===== config.mk =====
export PLATFORM = sky130hd
export DESIGN_NAME = logic_op_scheduler
export DESIGN_NICKNAME = d
export VERILOG_FILES = /design/src/rtl/logic_op_scheduler.sv
export SDC_FILE = /design/constraint.sdc
export NUM_CORES = 1
export LEC_CHECK = 0
export ABC_AREA = 1
export ABC_CLOCK_PERIOD_IN_PS = 3650
export BUFFER_PORTS_ARGS = -buffer_cell sky130_fd_sc_hd__buf_2
export CAP_MARGIN = 20
export CORE_ASPECT_RATIO = 0.9
export CORE_MARGIN = 2
export CORE_UTILIZATION = 25
export CTS_BUF_LIST = sky130_fd_sc_hd__clkbuf_4
export DETAILED_ROUTE_END_ITERATION = 8
export PLACE_DENSITY_LB_ADDON = 0.3
export SYNTH_ARGS = -nofsm -noshare
export SYNTH_HDL_FRONTEND = slang
export SYNTH_SLANG_ARGS = --single-unit

===== constraint.sdc =====
create_clock -name clk -period 3.65 [get_ports clk]
set_input_delay 0.365 -clock clk [delete_from_list [all_inputs] [get_ports clk]]
set_output_delay 0.365 -clock clk [all_outputs]
set_load 0.02 [all_outputs]

===== src/rtl/logic_op_scheduler.sv =====
// rtl/logic_op_scheduler.sv - round-robin scheduler sharing one registered bitwise logic unit
module logic_op_scheduler #(
    parameter int NUM_REQ = 4,
    parameter int WIDTH   = 8,
    localparam int IDW    = $clog2(NUM_REQ)
) (
    input  logic                     clk,
    input  logic                     rst_n,
    input  logic [NUM_REQ-1:0]       req_valid,
    output logic [NUM_REQ-1:0]       req_ready,
    input  logic [3*NUM_REQ-1:0]     req_op,
    input  logic [WIDTH*NUM_REQ-1:0] req_a,
    input  logic [WIDTH*NUM_REQ-1:0] req_b,
    output logic                     rsp_valid,
    input  logic                     rsp_ready,
    output logic [IDW-1:0]           rsp_id,
    output logic [WIDTH-1:0]         rsp_data,
    output logic                     rsp_err,
    output logic                     busy
);

    localparam logic [2:0] OP_NOT  = 3'd0;
    localparam logic [2:0] OP_AND  = 3'd1;
    localparam logic [2:0] OP_OR   = 3'd2;
    localparam logic [2:0] OP_NAND = 3'd3;
    localparam logic [2:0] OP_NOR  = 3'd4;
    localparam logic [2:0] OP_XOR  = 3'd5;
    localparam logic [2:0] OP_XNOR = 3'd6;

    localparam logic [IDW:0]   NUM_REQ_W = (IDW+1)'(NUM_REQ);
    localparam logic [IDW-1:0] LAST_IDX  = IDW'(NUM_REQ - 1);

    typedef enum logic [1:0] {
        IDLE,
        EXEC,
        RESP
    } state_t;

    state_t state;
    state_t state_nxt;

    logic [IDW-1:0]       rr_ptr;
    logic [IDW-1:0]       grant_off;
    logic [IDW-1:0]       grant_idx;
    logic [IDW:0]         grant_sum;
    logic                 grant_found;
    logic [2*NUM_REQ-1:0] valid_dbl;
    logic [NUM_REQ-1:0]   valid_rot;

    logic [2:0]       op_arr [NUM_REQ];
    logic [WIDTH-1:0] a_arr  [NUM_REQ];
    logic [WIDTH-1:0] b_arr  [NUM_REQ];

    logic [2:0]       cap_op;
    logic [WIDTH-1:0] cap_a;
    logic [WIDTH-1:0] cap_b;
    logic [IDW-1:0]   cap_id;

    logic [WIDTH-1:0] alu_data;
    logic             alu_err;

    // Split the flat request buses into per-requester slices
    for (genvar i = 0; i < NUM_REQ; i++) begin : g_unpack
        assign op_arr[i] = req_op[3*i +: 3];
        assign a_arr[i]  = req_a[WIDTH*i +: WIDTH];
        assign b_arr[i]  = req_b[WIDTH*i +: WIDTH];
    end

    // Rotate valids so rr_ptr sits at bit 0; the doubled copy provides the wrap-around
    assign valid_dbl = {req_valid, req_valid};
    assign valid_rot = valid_dbl[{1'b0, rr_ptr} +: NUM_REQ];

    // Lowest set bit of the rotated vector, mapped back to an absolute requester index
    always_comb begin
        grant_found = 1'b0;
        grant_off   = '0;
        for (int k = NUM_REQ - 1; k >= 0; k--) begin
            if (valid_rot[k]) begin
                grant_found = 1'b1;
                grant_off   = IDW'(k);
            end
        end
        grant_sum = {1'b0, rr_ptr} + {1'b0, grant_off};
        if (grant_sum >= NUM_REQ_W) begin
            grant_sum = grant_sum - NUM_REQ_W;
        end
        grant_idx = grant_sum[IDW-1:0];
    end

    // State register
    always_ff @(posedge clk or negedge rst_n) begin
        if (!rst_n) begin
            state <= IDLE;
        end else begin
            state <= state_nxt;
        end
    end

    // Next state and handshake outputs; req_ready is held low while reset is asserted
    always_comb begin
        state_nxt = state;
        req_ready = '0;
        rsp_valid = 1'b0;
        busy      = (state != IDLE);
        case (state)
            IDLE: begin
                if (grant_found) begin
                    state_nxt = EXEC;
                    req_ready = rst_n ? (NUM_REQ'(1) << grant_idx) : '0;
                end
            end
            EXEC: begin
                state_nxt = RESP;
            end
            RESP: begin
                rsp_valid = 1'b1;
                if (rsp_ready) begin
                    state_nxt = IDLE;
                end
            end
            default: begin
                state_nxt = IDLE;
            end
        endcase
    end

    // Capture the granted request and advance the round-robin pointer on the accept edge
    always_ff @(posedge clk or negedge rst_n) begin
        if (!rst_n) begin
            rr_ptr <= '0;
            cap_op <= '0;
            cap_a  <= '0;
            cap_b  <= '0;
            cap_id <= '0;
        end else if (state == IDLE && grant_found) begin
            rr_ptr <= (grant_idx == LAST_IDX) ? '0 : grant_idx + IDW'(1);
            cap_op <= op_arr[grant_idx];
            cap_a  <= a_arr[grant_idx];
            cap_b  <= b_arr[grant_idx];
            cap_id <= grant_idx;
        end
    end

    // Shared bitwise logic unit on the captured operands; opcode 7 is reported as illegal
    always_comb begin
        alu_data = '0;
        alu_err  = 1'b0;
        case (cap_op)
            OP_NOT:  alu_data = ~cap_a;
            OP_AND:  alu_data = cap_a & cap_b;
            OP_OR:   alu_data = cap_a | cap_b;
            OP_NAND: alu_data = ~(cap_a & cap_b);
            OP_NOR:  alu_data = ~(cap_a | cap_b);
            OP_XOR:  alu_data = cap_a ^ cap_b;
            OP_XNOR: alu_data = ~(cap_a ^ cap_b);
            default: alu_err  = 1'b1;
        endcase
    end

    // Result registers load at the end of EXEC and stay stable through RESP
    always_ff @(posedge clk or negedge rst_n) begin
        if (!rst_n) begin
            rsp_data <= '0;
            rsp_err  <= 1'b0;
            rsp_id   <= '0;
        end else if (state == EXEC) begin
            rsp_data <= alu_data;
            rsp_err  <= alu_err;
            rsp_id   <= cap_id;
        end
    end

endmodule


* Word-level counts from Yosys, hierarchy flattened
Index checks and enable logic that the tools add are counted.
** Storage, ports and cells
- Logic and storage cells :: 69
- Bits of input ports :: 83
- Register bits after elaboration :: 36
- Output and inout port bits :: 17
** Operators by class
- Muxes and demuxes :: 28
- $lt $le $gt $ge :: 2
- Reduce and logical (&&, ||, !) cells :: 6
- Bitwise gates (word level) :: 8
- Eq/ne operators :: 11
- Shift-type cells :: 2
- $add $sub $neg :: 3
** Operators with widths (count)
- case mux 8 bit (7 select lines) :: 1
- binary-select mux 8 bit (select 2 bit) :: 2
- two-way mux 8 bit :: 4
- inverter 8 bit :: 4
- two-way mux 2 bit :: 8
- two-way mux 4 bit :: 3
- == test 3 bit (second input constant) :: 3
- AND 8 bit :: 1
- OR 8 bit :: 1
- variable part select 8 x 3 -> 4 bit :: 1
- XOR 8 bit :: 1
- OR reduction 7 bit :: 1
- binary-select mux 3 bit (select 2 bit) :: 1
- == test 3 x 2 -> 1 bit (second input constant) :: 2
- greater-or-equal comparator 3 bit (second input constant) :: 2
- two-way mux 1 bit :: 6
- two-way mux 3 bit :: 2
- case mux 2 bit (3 select lines) :: 1
- == test 2 bit (second input constant) :: 2
- inequality test 2 bit (second input constant) :: 2
- left shift 1 x 2 -> 4 bit (first input constant) :: 1
- adder 2 x 2 -> 3 bit :: 1
- == test 3 x 1 -> 1 bit (second input constant) :: 1
- logical NOT 3 bit :: 1
- 8 further kinds :: 8

* Depth between registers and ports, before layout
Gate-level depths: netlist (run 1).
- Depth in word-level cells :: 12
- Mapped depth :: 16
- Mapped depth without buffers :: 15

* Least setup slack after synthesis (run 1)
Ideal clock, no wire load.
- Path type :: register to output
- Start point :: reg rr_ptr[0]
- End point :: out req_ready[3]
- Data required time :: 3285 ps
- Cell stages (with the launch flop) :: 15
- Slack :: 1021 ps
- Data arrival time :: 2264 ps
- Buffers on the path :: 1
- Cells stage by stage :: dfrtp_1 inv_2 nand2_1 nand3_1 nand2_1 nand3_1 a21boi_0 ha_1 xor2_1 nand2_1 nand2_2 buf_4 ha_1 inv_1 nor3_1
** Between the ends
- Longest elaborated chain between the ends :: 12
** Ends and longest elaborated chain
- from (decl) :: RTL line 42 : logic [IDW-1:0] rr_ptr;
- from (signal assigned) :: RTL line 136 : rr_ptr <= (grant_idx == LAST_IDX) ? '0 : grant_idx + IDW'(1);
- variable part select 8 x 3 -> 4 bit :: RTL line 71 : assign valid_rot = valid_dbl[{1'b0, rr_ptr} +: NUM_REQ];
- two-way mux 2 bit (4 in a row) :: RTL line 78 : if (valid_rot[k]) begin
- adder 2 x 2 -> 3 bit :: RTL line 83 : grant_sum = {1'b0, rr_ptr} + {1'b0, grant_off};
- greater-or-equal comparator 3 bit or subtractor 2 x 1 -> 2 bit (tied branches) :: RTL line 84, 85
- two-way mux 2 bit :: RTL line 84 : if (grant_sum >= NUM_REQ_W) begin
- left shift 1 x 2 -> 4 bit :: RTL line 109 : req_ready = rst_n ? (NUM_REQ'(1) << grant_idx) : '0;
- two-way mux 4 bit :: RTL line 109
- two-way mux 4 bit * :: RTL line 107 : if (grant_found) begin
- two-way mux 4 bit * :: RTL line 105 : case (state)
- to (decl) :: RTL line 10 : output logic [NUM_REQ-1:0] req_ready,
Every way passes the cells marked *; elsewhere a longest branch is shown, timed or not.

* Worst setup path after layout (run 1)
Ends and elaborated chain as after synthesis.

==> results of run 1 <==
-- cells by family after synthesis --
logic type,after synthesis,share of synthesized area
fa+ha+maj,18,0.07968
simple gates,202,0.3037
mux,38,0.1346
flops,36,0.3187
compound gates,36,0.07526
buf+inv,55,0.08499
xor+xnor,1,0.003099
-- where the power goes --
part | switching, W | internal [W] | total [W]
Clock | 0.000142 | 0.0000808 | 0.000223
Combinational | 0.00170 | 0.00105 | 0.00275
Sequential | 0.000189 | 0.000611 | 0.000801
-- cell type report --
cell class                      instances  share of cell area
Multi-Input combinational cell        295              0.4813
Sequential cell                        36              0.2569
Timing Repair Buffer                  104              0.1520
Tap cell                              152             0.05423
Inverter                               37             0.03960
Clock buffer                            6             0.01284
Clock inverter                          2            0.003211
-- cells in the mapped netlist --
library cell | n | area, um2
o21ai_1 | 1 | 5.000
dfrtp_1 | 36 | 900.9
nor3_2 | 2 | 20.02
o22ai_1 | 11 | 68.82
clkbuf_1 | 4 | 15.01
inv_1 | 33 | 123.9
buf_1 | 1 | 3.750
a21boi_0 | 1 | 7.510
buf_4 | 2 | 15.01
buf_2 | 9 | 45.04
nor3_1 | 2 | 10.01
nand2_2 | 1 | 6.260
o31ai_1 | 1 | 7.510
o41ai_1 | 1 | 8.760
o21ai_2 | 1 | 8.760
a21oi_1 | 4 | 20.02
nand4_1 | 3 | 18.77
mux2i_1 | 38 | 380.4
buf_6 | 2 | 22.52
nand2_1 | 127 | 476.7
o21ai_0 | 12 | 60.06
inv_2 | 4 | 15.01
nand3_1 | 58 | 290.3
a31oi_1 | 3 | 18.77
o211ai_1 | 1 | 7.510
nor2_2 | 1 | 6.260
ha_1 | 18 | 225.2
nor2_1 | 8 | 30.03
xor2_1 | 1 | 8.760
-- critical path, stage by stage, from the launching register on --
cell	delay [ns]
dfrtp_1	0.46
inv_2	0.09
nand2_1	0.09
nand3_1	0.09
nand2_1	0.11
nand3_1	0.07
a21boi_0	0.18
ha_2	0.21
xor2_1	0.19
nand2_1	0.11
nand2_2	0.36
ha_1	0.22
inv_1	0.05
nor3_1	0.17
buf_2	0.19
-- layer usage --
metal / up-vias / track usage
li1: 1472 / -
met1: 1269 / 0.1804
met2: 101 / 0.2043
met3: 9 / 0.02030
met4: 0 / 0.03316
met5: - / 0
-- cells in the final DEF, fill, tap and decap left out, types with 2 or more instances in the layout --
| cell | count |
|---|---|
| inv_1 | 33 |
| nand3_1 | 58 |
| a21oi_1 | 4 |
| inv_2 | 4 |
| o21ai_0 | 12 |
| nand2_1 | 127 |
| ha_1 | 17 |
| dfrtp_1 | 36 |
| nor2_1 | 8 |
| o22ai_1 | 11 |
| buf_4 | 5 |
| nor3_2 | 2 |
| buf_2 | 99 |
| mux2i_1 | 38 |
| nand4_1 | 3 |
| nor3_1 | 2 |
| clkbuf_4 | 6 |
| a31oi_1 | 3 |
-- stage by stage --
stage / cell area [um2] / utilization / worst slack (ns)
after floorplan: 2826 / - / 1.022
after global placement: 3451 / 0.3153 / 0.9171
after detailed placement: 3451 / 0.3153 / 0.7480
after CTS: 3507 / 0.3204 / 0.3477
after global routing: 3507 / 0.3204 / 0.02872
final: 3507 / 0.3204 / 0.3477
-- path summary, 6_finish.rpt --
check	startpoint	endpoint	slack [ns]
min reg2reg	rsp_data[6]	rsp_data[6]	0.48
max reg2reg	rr_ptr[0]	cap_a[1]	0.91
min	rst_n	rr_ptr[0]	0.05
max in group asynchronous	rst_n	cap_b[0]	3.26
max	rr_ptr[0]	req_ready[3]	0.35
min in group clk	rsp_ready	state[1]	0.24
-- flip-flops by register name, summed over array words and instances, names as in the netlist --
signal and cells:
cap_a 8, cap_b 8, rsp_data 8, cap_op 3
cap_id 2, rr_ptr 2, rsp_id 2, state 2
rsp_err 1
==> run_results.csv, run 1 <==
group,metric,value,unit
run_status,status,"finished clean",
sta,rsz0062_at_grt,"false",
cells_and_area,ff_latch_area,900.9,um2
route,wl_met3,521,um
route,met1_length,3779,um
clock_tree,clkLatencyLatePin,0.34,ns
global_routing,grt_max_degree,39,
cells_and_area,layout.cells.non_filler,632,
power_and_ir_drop,power.total,0.003773,W
floorplanning,die_h,104.9,um
worst_setup_path,start_kind,"flop",
route,viasPerCell,4.511,
sta,slew_headroom,0.6048,
cells_and_area,final_nets,580,
placement,hpwl,5974,um
global_routing,grt_usage,0.1283,
global_routing,grt-ovfl-total,0,
sta,fin_crit_sh,0.9047,
clock_tree,clock_sinks,36,
sta,worst_clock_skew,0.005688,ns
yosys,syn_nets,487,
route,drtIter0Drc,124,
route,first_pass_iters,4,
cells_and_area,fillCellCount,1175,
clock_tree,postCtsResizedCells,0,
worst_setup_path,cp_max_fo,23,
worst_setup_path,cp.arrival,2.94,ns
cells_and_area,diodes,0,
yosys,synth.distinct_cells,29,
route,wl_met2,3326,um
yosys,ys_ff_latch,36,
clock_tree,ctsHoldBuffers,0,
clock_tree,cts_setup_buffers,0,
global_routing,grt_pass1_wl,12770,um
clock_tree,cts_tree,"yes",
floorplanning,core_area,10950,um2
sta,drv_slew,0,
yosys,netlist_instances,386,
route,routed_wl,7708,um
floorplanning,die_area,12170,um2
cells_and_area,multi_input_area,1688,um2
power_and_ir_drop,powerDensity,1076,nW/um2
cells_and_area,drive_above_1_share,0.2521,
hold_path,hold_path.class,"input port to async pin",
worst_setup_path,end_kind,"output pin",
floorplanning,io_pins,100,
sta,timing.hold.ws,0.05321,ns
floorplanning,rows,36,
yosys,synth_seq_area_share,0.3187,
clock_tree,clock_path_buffers,2,
clock_tree,ctsRootBufferMaster,"clkbuf_4",
flow_run,drv_cap,0,
sta,finalCriticalPeriod,3.302,ns
worst_setup_path,worstPathRequired,3.28,ns
worst_setup_path,r2r_cells,12,
sta,setup_viol,0,
yosys,post_synth_instance_area,2826,um2
floorplanning,fp.dieW,116.1,um
route,top_layer_used,"met4",
sta,finalHoldViolations,0,
placement,dp.cells,624,
yosys,avgSynthCellArea,7.322,um2
global_routing,grt_pass1_vias,2744,
clock_tree,clk_pin_slew,0.11,ns
sta,finalSetupTns,0,ns
cells_and_area,synthToLayoutAreaGrowth,24.08,%
route,antenna_left,0,
placement,port_buffers,99,
worst_setup_path,path_class,"flop to output pin",
sta,fmax,0.3028,GHz
route,dr_total_vias,2851,
clock_tree,cts-buffers-inserted,5,
power_and_ir_drop,peakVddDrop,0.0005432,V
route,routedWlPerCell,12.20,um
clock_tree,h-tree-depth,2,
floorplanning,start_util,0.2582,
power_and_ir_drop,p_leak,1.953,nW
placement,gp_congestion,0.7892,
sta,worst_pin_slew,0.5896,ns
global_routing,antenna_found_initial,0,
yosys,yosysWarnings,0,
route,drc,0,
(Power assumes the default switching activity.)
==> inputs of run 2 (changes only) <==
--- a/config.mk
+++ b/config.mk
@@ -7,13 +7,13 @@
 export LEC_CHECK = 0
 export ABC_AREA = 1
 export ABC_CLOCK_PERIOD_IN_PS = 3650
-export BUFFER_PORTS_ARGS = -buffer_cell sky130_fd_sc_hd__buf_2
 export CAP_MARGIN = 20
 export CORE_ASPECT_RATIO = 0.9
 export CORE_MARGIN = 2
 export CORE_UTILIZATION = 25
 export CTS_BUF_LIST = sky130_fd_sc_hd__clkbuf_4
 export DETAILED_ROUTE_END_ITERATION = 8
+export DONT_BUFFER_PORTS = 1
 export PLACE_DENSITY_LB_ADDON = 0.3
 export SYNTH_ARGS = -nofsm -noshare
 export SYNTH_HDL_FRONTEND = slang
==> run 2 against run 1 <==
  * Critical endpoint unchanged
  * First-iteration DRC count is 9.7% lower
  * Largest power group unchanged
  * Combinational power is 7% lower
  * Sequential power is 11% higher
==> run_results.csv, run 2 (same netlist as run 1, synthesis figures left out) <==
group,metric,value,unit
run_status,status,"finished clean",
placement,dp.cells,525,
sta,fin_crit_sh,0.9102,
hold_path,hold_start,"rsp_ready",
route,first_pass_iters,4,
worst_setup_path,critical-path-slowest-cell,"dfrtp_1",
sta,slew_headroom,0.5937,
route,routedWlPerCell,13.81,um
worst_setup_path,start_kind,"flop",
clock_tree,cts-buffers-inserted,5,
route,dr_total_vias,2551,
worst_setup_path,slowest_delay,0.48,ns
cells_and_area,largestRegisters,"cap_a x8, cap_b x8, rsp_data x8",
placement,port_buffers,0,
cells_and_area,drive_above_1_share,0.05497,
sta,drv_slew,0,
floorplanning,rows,36,
placement,gp_congestion,0.8298,
worst_setup_path,cp_common_cell,"nand2_1",
global_routing,grt_usage,0.1208,
floorplanning,core_area,10950,um2
global_routing,antenna_found_initial,0,
clock_tree,cts_setup_buffers,0,
worst_setup_path,worstPathRequired,3.28,ns
power_and_ir_drop,power.total,0.003640,W
route,drc,0,
worst_setup_path,r2r_start,"rr_ptr[0]",
worst_setup_path,cp.arrival,2.96,ns
sta,finalCriticalPeriod,3.322,ns
cells_and_area,final_area,3030,um2
cells_and_area,layout.cells.non_filler,534,
hold_path,hold_path.class,"input port to flop",
sta,worst_clock_skew,0.009308,ns
sta,finalHoldViolations,0,
route,routed_wl,7373,um
global_routing,grt_max_degree,37,
floorplanning,fp.dieW,116.1,um
sta,finalSetupTns,0,ns
worst_setup_path,reg2reg_slack,0.93,ns
clock_tree,clkLatencyLatePin,0.35,ns
power_and_ir_drop,peakVddDrop,0.0003756,V
floorplanning,start_util,0.2582,
floorplanning,die_h,104.9,um
clock_tree,cts_tree,"yes",
worst_setup_path,crit_family,"simple AND/OR/NAND/NOR gates",
route,drtIter0Drc,112,
route,viasPerCell,4.777,
global_routing,grt_pass1_vias,2343,
worst_setup_path,r2r_end,"cap_b[0]",
worst_setup_path,path_class,"flop to output pin",
cells_and_area,layout_common_cells,"127 x nand2_1, 58 x nand3_1, 38 x mux2i_1, 36 x dfrtp_1, 33 x inv_1",
worst_setup_path,cp_max_fo,23,
cells_and_area,post-route-util,0.2769,
clock_tree,clk_pin_slew,0.11,ns
floorplanning,die_area,12170,um2
cells_and_area,final_nets,483,
cells_and_area,mostFrequentLayoutCell,"nand2_1",
floorplanning,io_pins,100,
cells_and_area,diodes,0,
hold_path,holdPathEnd,"state[1]",
sta,setup_viol,0,
route,antenna_left,0,
sta,worst_pin_slew,0.6061,ns
worst_setup_path,crit_path_cell_trace,"inv_2, nand2_1, nand3_1, nand2_1, nand3_1, a21boi_0, ha_2, xor2_1, nand2_1, nand2_2, ha_1, inv_1, nor3_1, buf_4",
placement,placed_cell_area,2955,um2
global_routing,grt-ovfl-total,0,
worst_setup_path,end_kind,"output pin",
power_and_ir_drop,p_leak,1.559,nW
sta,fmax,0.3010,GHz
flow_run,drv_cap,0,
cells_and_area,synthToLayoutAreaGrowth,7.216,%
worst_setup_path,worst-path-buf-inv,3,
hold_path,hold_path_depth,3,
clock_tree,clock_path_buffers,2,
sta,rsz0062_at_grt,"false",
clock_tree,ctsRootBufferMaster,"clkbuf_4",
clock_tree,h-tree-depth,2,
global_routing,grt_pass1_wl,11700,um
clock_tree,clock_sinks,36,
placement,hpwl,5696,um
power_and_ir_drop,powerDensity,1201,nW/um2
worst_setup_path,r2r_cells,12,
==> run 2: changes by cell type in the layout (fill, tap and decap cells not counted) <==
cell           delta
buf_12            +1
buf_2            -99
dlygate4sd3_1     +1
clkinv_1          +1
clkbuf_4          -1
clkinvlp_4        -1
==> run 2: how the worst max path moves through the flow <==
stage	startpoint	endpoint	slack [ns]	cells after the start
finish	rr_ptr[0]	req_ready[3]	0.33	14
global route	rr_ptr[0]	req_ready[3]	0.05	15
CTS	rr_ptr[0]	req_ready[3]	0.34	14
detailed placement	rr_ptr[0]	req_ready[3]	0.76	14
global placement	rr_ptr[0]	req_ready[3]	0.93	14
floorplan	rr_ptr[0]	req_ready[3]	1.02	14
==> run 2: power by group <==
group	switching [W]	total [W]	internal (W)	leakage [nW]
Sequential	0.000275	0.000886	0.000612	0.444
Combinational	0.00158	0.00256	0.000971	1.09
Clock	0.000132	0.000199	0.0000672	0.0261
==> run 2: per-layer routing <==
layer / vias up / wire, um / global-route usage / share of wire
met2: 106 / 3251 / 0.1913 / 0.44
met3: 11 / 556 / 0.01798 / 0.075
met5: - / 0 / 0 / 0
met4: 0 / 103 / 0.04847 / 0.014
li1: 1285 / - / - / -
met1: 1149 / 3462 / 0.1641 / 0.47
==> run 2: layout make-up <==
class	instances	area, um2
Fill cell	1238	7915
Clock inverter	2	7.507
Sequential cell	36	900.9
Timing Repair Buffer	7	67.56
Tap cell	152	190.2
Multi-Input combinational cell	295	1688
Inverter	37	138.9
Clock buffer	5	37.54
==> run 2: timing repair <==
| action | in CTS | in global routing |
|---|---|---|
| endpoints found under the hold margin | 36 | 0 |
| hold buffers | 2 | 0 |
| resized for setup | 0 | 0 |
==> run 2: through the flow <==
stage / setup slack [ns] / hold slack, ns
2_1_floorplan: 1.022 / 0.06941
3_3_place_gp: 0.9298 / 0.07033
3_5_place_dp: 0.7604 / 0.06994
4_1_cts: 0.3407 / 0.1438
5_1_grt: 0.04652 / 0.1557
6_report: 0.3279 / 0.1475
==> run 2: worst reg2reg max path: stages (launching register included) <==
cell      delay [ns]
dfrtp_1         0.47
inv_2           0.12
nand2_1         0.07
nand3_1         0.08
nand2_1         0.07
nand3_1         0.06
a21boi_0        0.11
ha_2            0.65
buf_4           0.44
mux2i_1         0.26
nand3_1         0.11
nand3_1         0.11
nand2_1         0.05
==> inputs of run 3 (changes only) <==
--- a/config.mk
+++ b/config.mk
@@ -10,7 +10,7 @@
 export CAP_MARGIN = 20
 export CORE_ASPECT_RATIO = 0.9
 export CORE_MARGIN = 2
-export CORE_UTILIZATION = 25
+export CORE_UTILIZATION = 65
 export CTS_BUF_LIST = sky130_fd_sc_hd__clkbuf_4
 export DETAILED_ROUTE_END_ITERATION = 8
 export DONT_BUFFER_PORTS = 1
==> run 3 against run 2 <==
  * Sequential cell count did not move
  * Utilization is 43 points higher
  * Clock power increased by 8%
  * Power shrank 1.1%
  * Global-route usage rose by 16 points
  * Die area is 60% lower
  * Count of clock-buffer cells in the layout rose by 1
  * Sequential share of layout area up 1.2 points
  * Critical path depth up 1
  * Clock skew rose by 0.0059 ns
  * Maximum frequency down 1.9%
  * Highest routed layer unchanged
==> run_results.csv, run 3 (same netlist as run 1, synthesis figures left out) <==
group,metric,value,unit
placement,port_buffers,0,
cells_and_area,final_nets,483,
clock_tree,cts_setup_buffers,0,
placement,gp_congestion,0.8215,
route,antenna_left,0,
route,routedWlPerCell,14.87,um
sta,rsz0062_at_grt,"false",
global_routing,antenna_found_initial,0,
worst_setup_path,crit_path_cell_trace,"inv_2, nand2_1, nand3_1, nand2_1, nand3_1, a21boi_0, ha_2, xor2_1, nand2_1, buf_4, nand2_2, ha_1, inv_1, nor3_1, buf_4",
global_routing,grt-ovfl-total,0,
sta,slew_headroom,0.6263,
cells_and_area,drive_above_1_share,0.06005,
floorplanning,core_area,4129,um2
power_and_ir_drop,powerDensity,1236,nW/um2
hold_path,hold_start,"rsp_ready",
floorplanning,rows,22,
clock_tree,clk_pin_slew,0.11,ns
worst_setup_path,r2r_cells,12,
sta,worst_clock_skew,0.01521,ns
clock_tree,clock_sinks,36,
cells_and_area,largestRegisters,"cap_a x8, cap_b x8, rsp_data x8",
cells_and_area,diodes,0,
floorplanning,fp.dieW,73.51,um
worst_setup_path,cp_common_cell,"nand2_1",
global_routing,grt_usage,0.2824,
sta,finalHoldViolations,0,
clock_tree,clock_path_buffers,2,
flow_run,drv_cap,0,
worst_setup_path,crit_family,"simple AND/OR/NAND/NOR gates",
worst_setup_path,worstPathRequired,3.28,ns
hold_path,hold_path_depth,3,
global_routing,grt_pass1_wl,10780,um
power_and_ir_drop,p_leak,1.562,nW
route,first_pass_iters,4,
worst_setup_path,slowest_delay,0.47,ns
floorplanning,start_util,0.6845,
sta,finalSetupTns,0,ns
global_routing,grt_pass1_vias,2413,
sta,worst_pin_slew,0.5575,ns
power_and_ir_drop,peakVddDrop,0.001264,V
floorplanning,io_pins,100,
clock_tree,cts_tree,"yes",
clock_tree,ctsRootBufferMaster,"clkbuf_4",
route,drtIter0Drc,241,
route,drc,0,
hold_path,hold_path.class,"input port to flop",
sta,setup_viol,0,
clock_tree,h-tree-depth,2,
cells_and_area,layout_common_cells,"127 x nand2_1, 58 x nand3_1, 38 x mux2i_1, 36 x dfrtp_1, 33 x inv_1",
sta,drv_slew,0,
worst_setup_path,worst-path-buf-inv,4,
power_and_ir_drop,power.total,0.003600,W
route,routed_wl,6409,um
worst_setup_path,start_kind,"flop",
cells_and_area,synthToLayoutAreaGrowth,3.010,%
worst_setup_path,r2r_start,"rr_ptr[0]",
route,viasPerCell,5.937,
run_status,status,"finished clean",
sta,fin_crit_sh,0.9282,
cells_and_area,mostFrequentLayoutCell,"nand2_1",
worst_setup_path,critical-path-slowest-cell,"dfrtp_1",
clock_tree,cts-buffers-inserted,5,
sta,finalCriticalPeriod,3.388,ns
placement,hpwl,4854,um
worst_setup_path,cp.arrival,3.02,ns
worst_setup_path,path_depth,15,
clock_tree,clkLatencyLatePin,0.35,ns
hold_path,holdPathEnd,"state[1]",
cells_and_area,fillCellCount,351,
global_routing,grt_max_degree,37,
worst_setup_path,cp_max_fo,23,
floorplanning,die_h,66.56,um
worst_setup_path,end_kind,"output pin",
worst_setup_path,reg2reg_slack,0.98,ns
worst_setup_path,r2r_end,"cap_a[2]",
floorplanning,die_area,4893,um2
route,dr_total_vias,2559,
sta,fmax,0.2952,GHz
worst_setup_path,path_class,"flop to output pin",
-- run 3: cell types whose count changed in the layout (fill, tap and decap cells not counted), sizes merged --
| cell | previous run | this run |
|---|---|---|
| clkinvlp | 0 | 1 |
| clkbuf | 5 | 6 |
| clkinv | 2 | 1 |
-- run 3: area by class of cell --
type | count | area (um2) | area share
multi-input cells | 295 | 1688 | 0.5797
flip-flops and latches | 36 | 900.9 | 0.3094
inverters | 37 | 138.9 | 0.04770
repair buffers | 7 | 67.56 | 0.02321
well taps | 48 | 60.06 | 0.02063
clock buffers | 6 | 45.04 | 0.01547
clock inverters | 2 | 11.26 | 0.003868
-- run 3: worst max path at each step --
stage	start	end	slack, ns
6_report	rr_ptr[0]	req_ready[3]	0.26
5_1_grt	rr_ptr[0]	req_ready[3]	0.06
4_1_cts	rr_ptr[0]	req_ready[3]	0.28
3_5_place_dp	rr_ptr[0]	req_ready[3]	0.67
3_3_place_gp	rr_ptr[0]	req_ready[3]	0.81
2_1_floorplan	rr_ptr[0]	req_ready[3]	1.02
-- run 3: tightest hold or removal path, stage by stage --
cell,delay [ns]
nor2_1,0.02
nand2_1,0.04
nand2_1,0.04
-- run 3: per-stage QoR --
| step | setup WS [ns] | hold slack (ns) | cell area, um2 | std cells | util |
|---|---|---|---|---|---|
| after floorplan | 1.022 | 0.06941 | 2826 | 386 | - |
| after global placement | 0.8109 | 0.07019 | 2825 | 421 | 0.6842 |
| after detailed placement | 0.6655 | 0.07024 | 2825 | 421 | 0.6842 |
| after CTS | 0.2836 | 0.1557 | 2912 | 431 | 0.7052 |
| after global routing | 0.06363 | 0.1566 | 2912 | 431 | 0.7052 |
| final | 0.2621 | 0.1531 | 2912 | 431 | 0.7052 |
-- run 3: timing repair --
item | 4_1_cts | 5_1_grt
gates resized for setup | 0 | 0
endpoints found under the hold margin | 36 | 0
hold buffers | 2 | 0
-- run 3: power breakdown --
group          internal, W  switching [W]  leakage (nW)
registers         0.000612       0.000263         0.444
logic             0.000973        0.00154          1.09
clock network    0.0000807       0.000134        0.0293
total              0.00167        0.00193          1.56
-- run 3: layer usage --
| layer | wire (um) | share of wire | GRT usage | vias up |
|---|---|---|---|---|
| met4 | 88 | 0.014 | 0.1000 | 0 |
| met3 | 386 | 0.060 | 0.04992 | 9 |
| met2 | 3075 | 0.48 | 0.4598 | 102 |
| li1 | - | - | - | 1280 |
| met1 | 2859 | 0.45 | 0.3749 | 1168 |
| met5 | 0 | 0 | 0 | - |
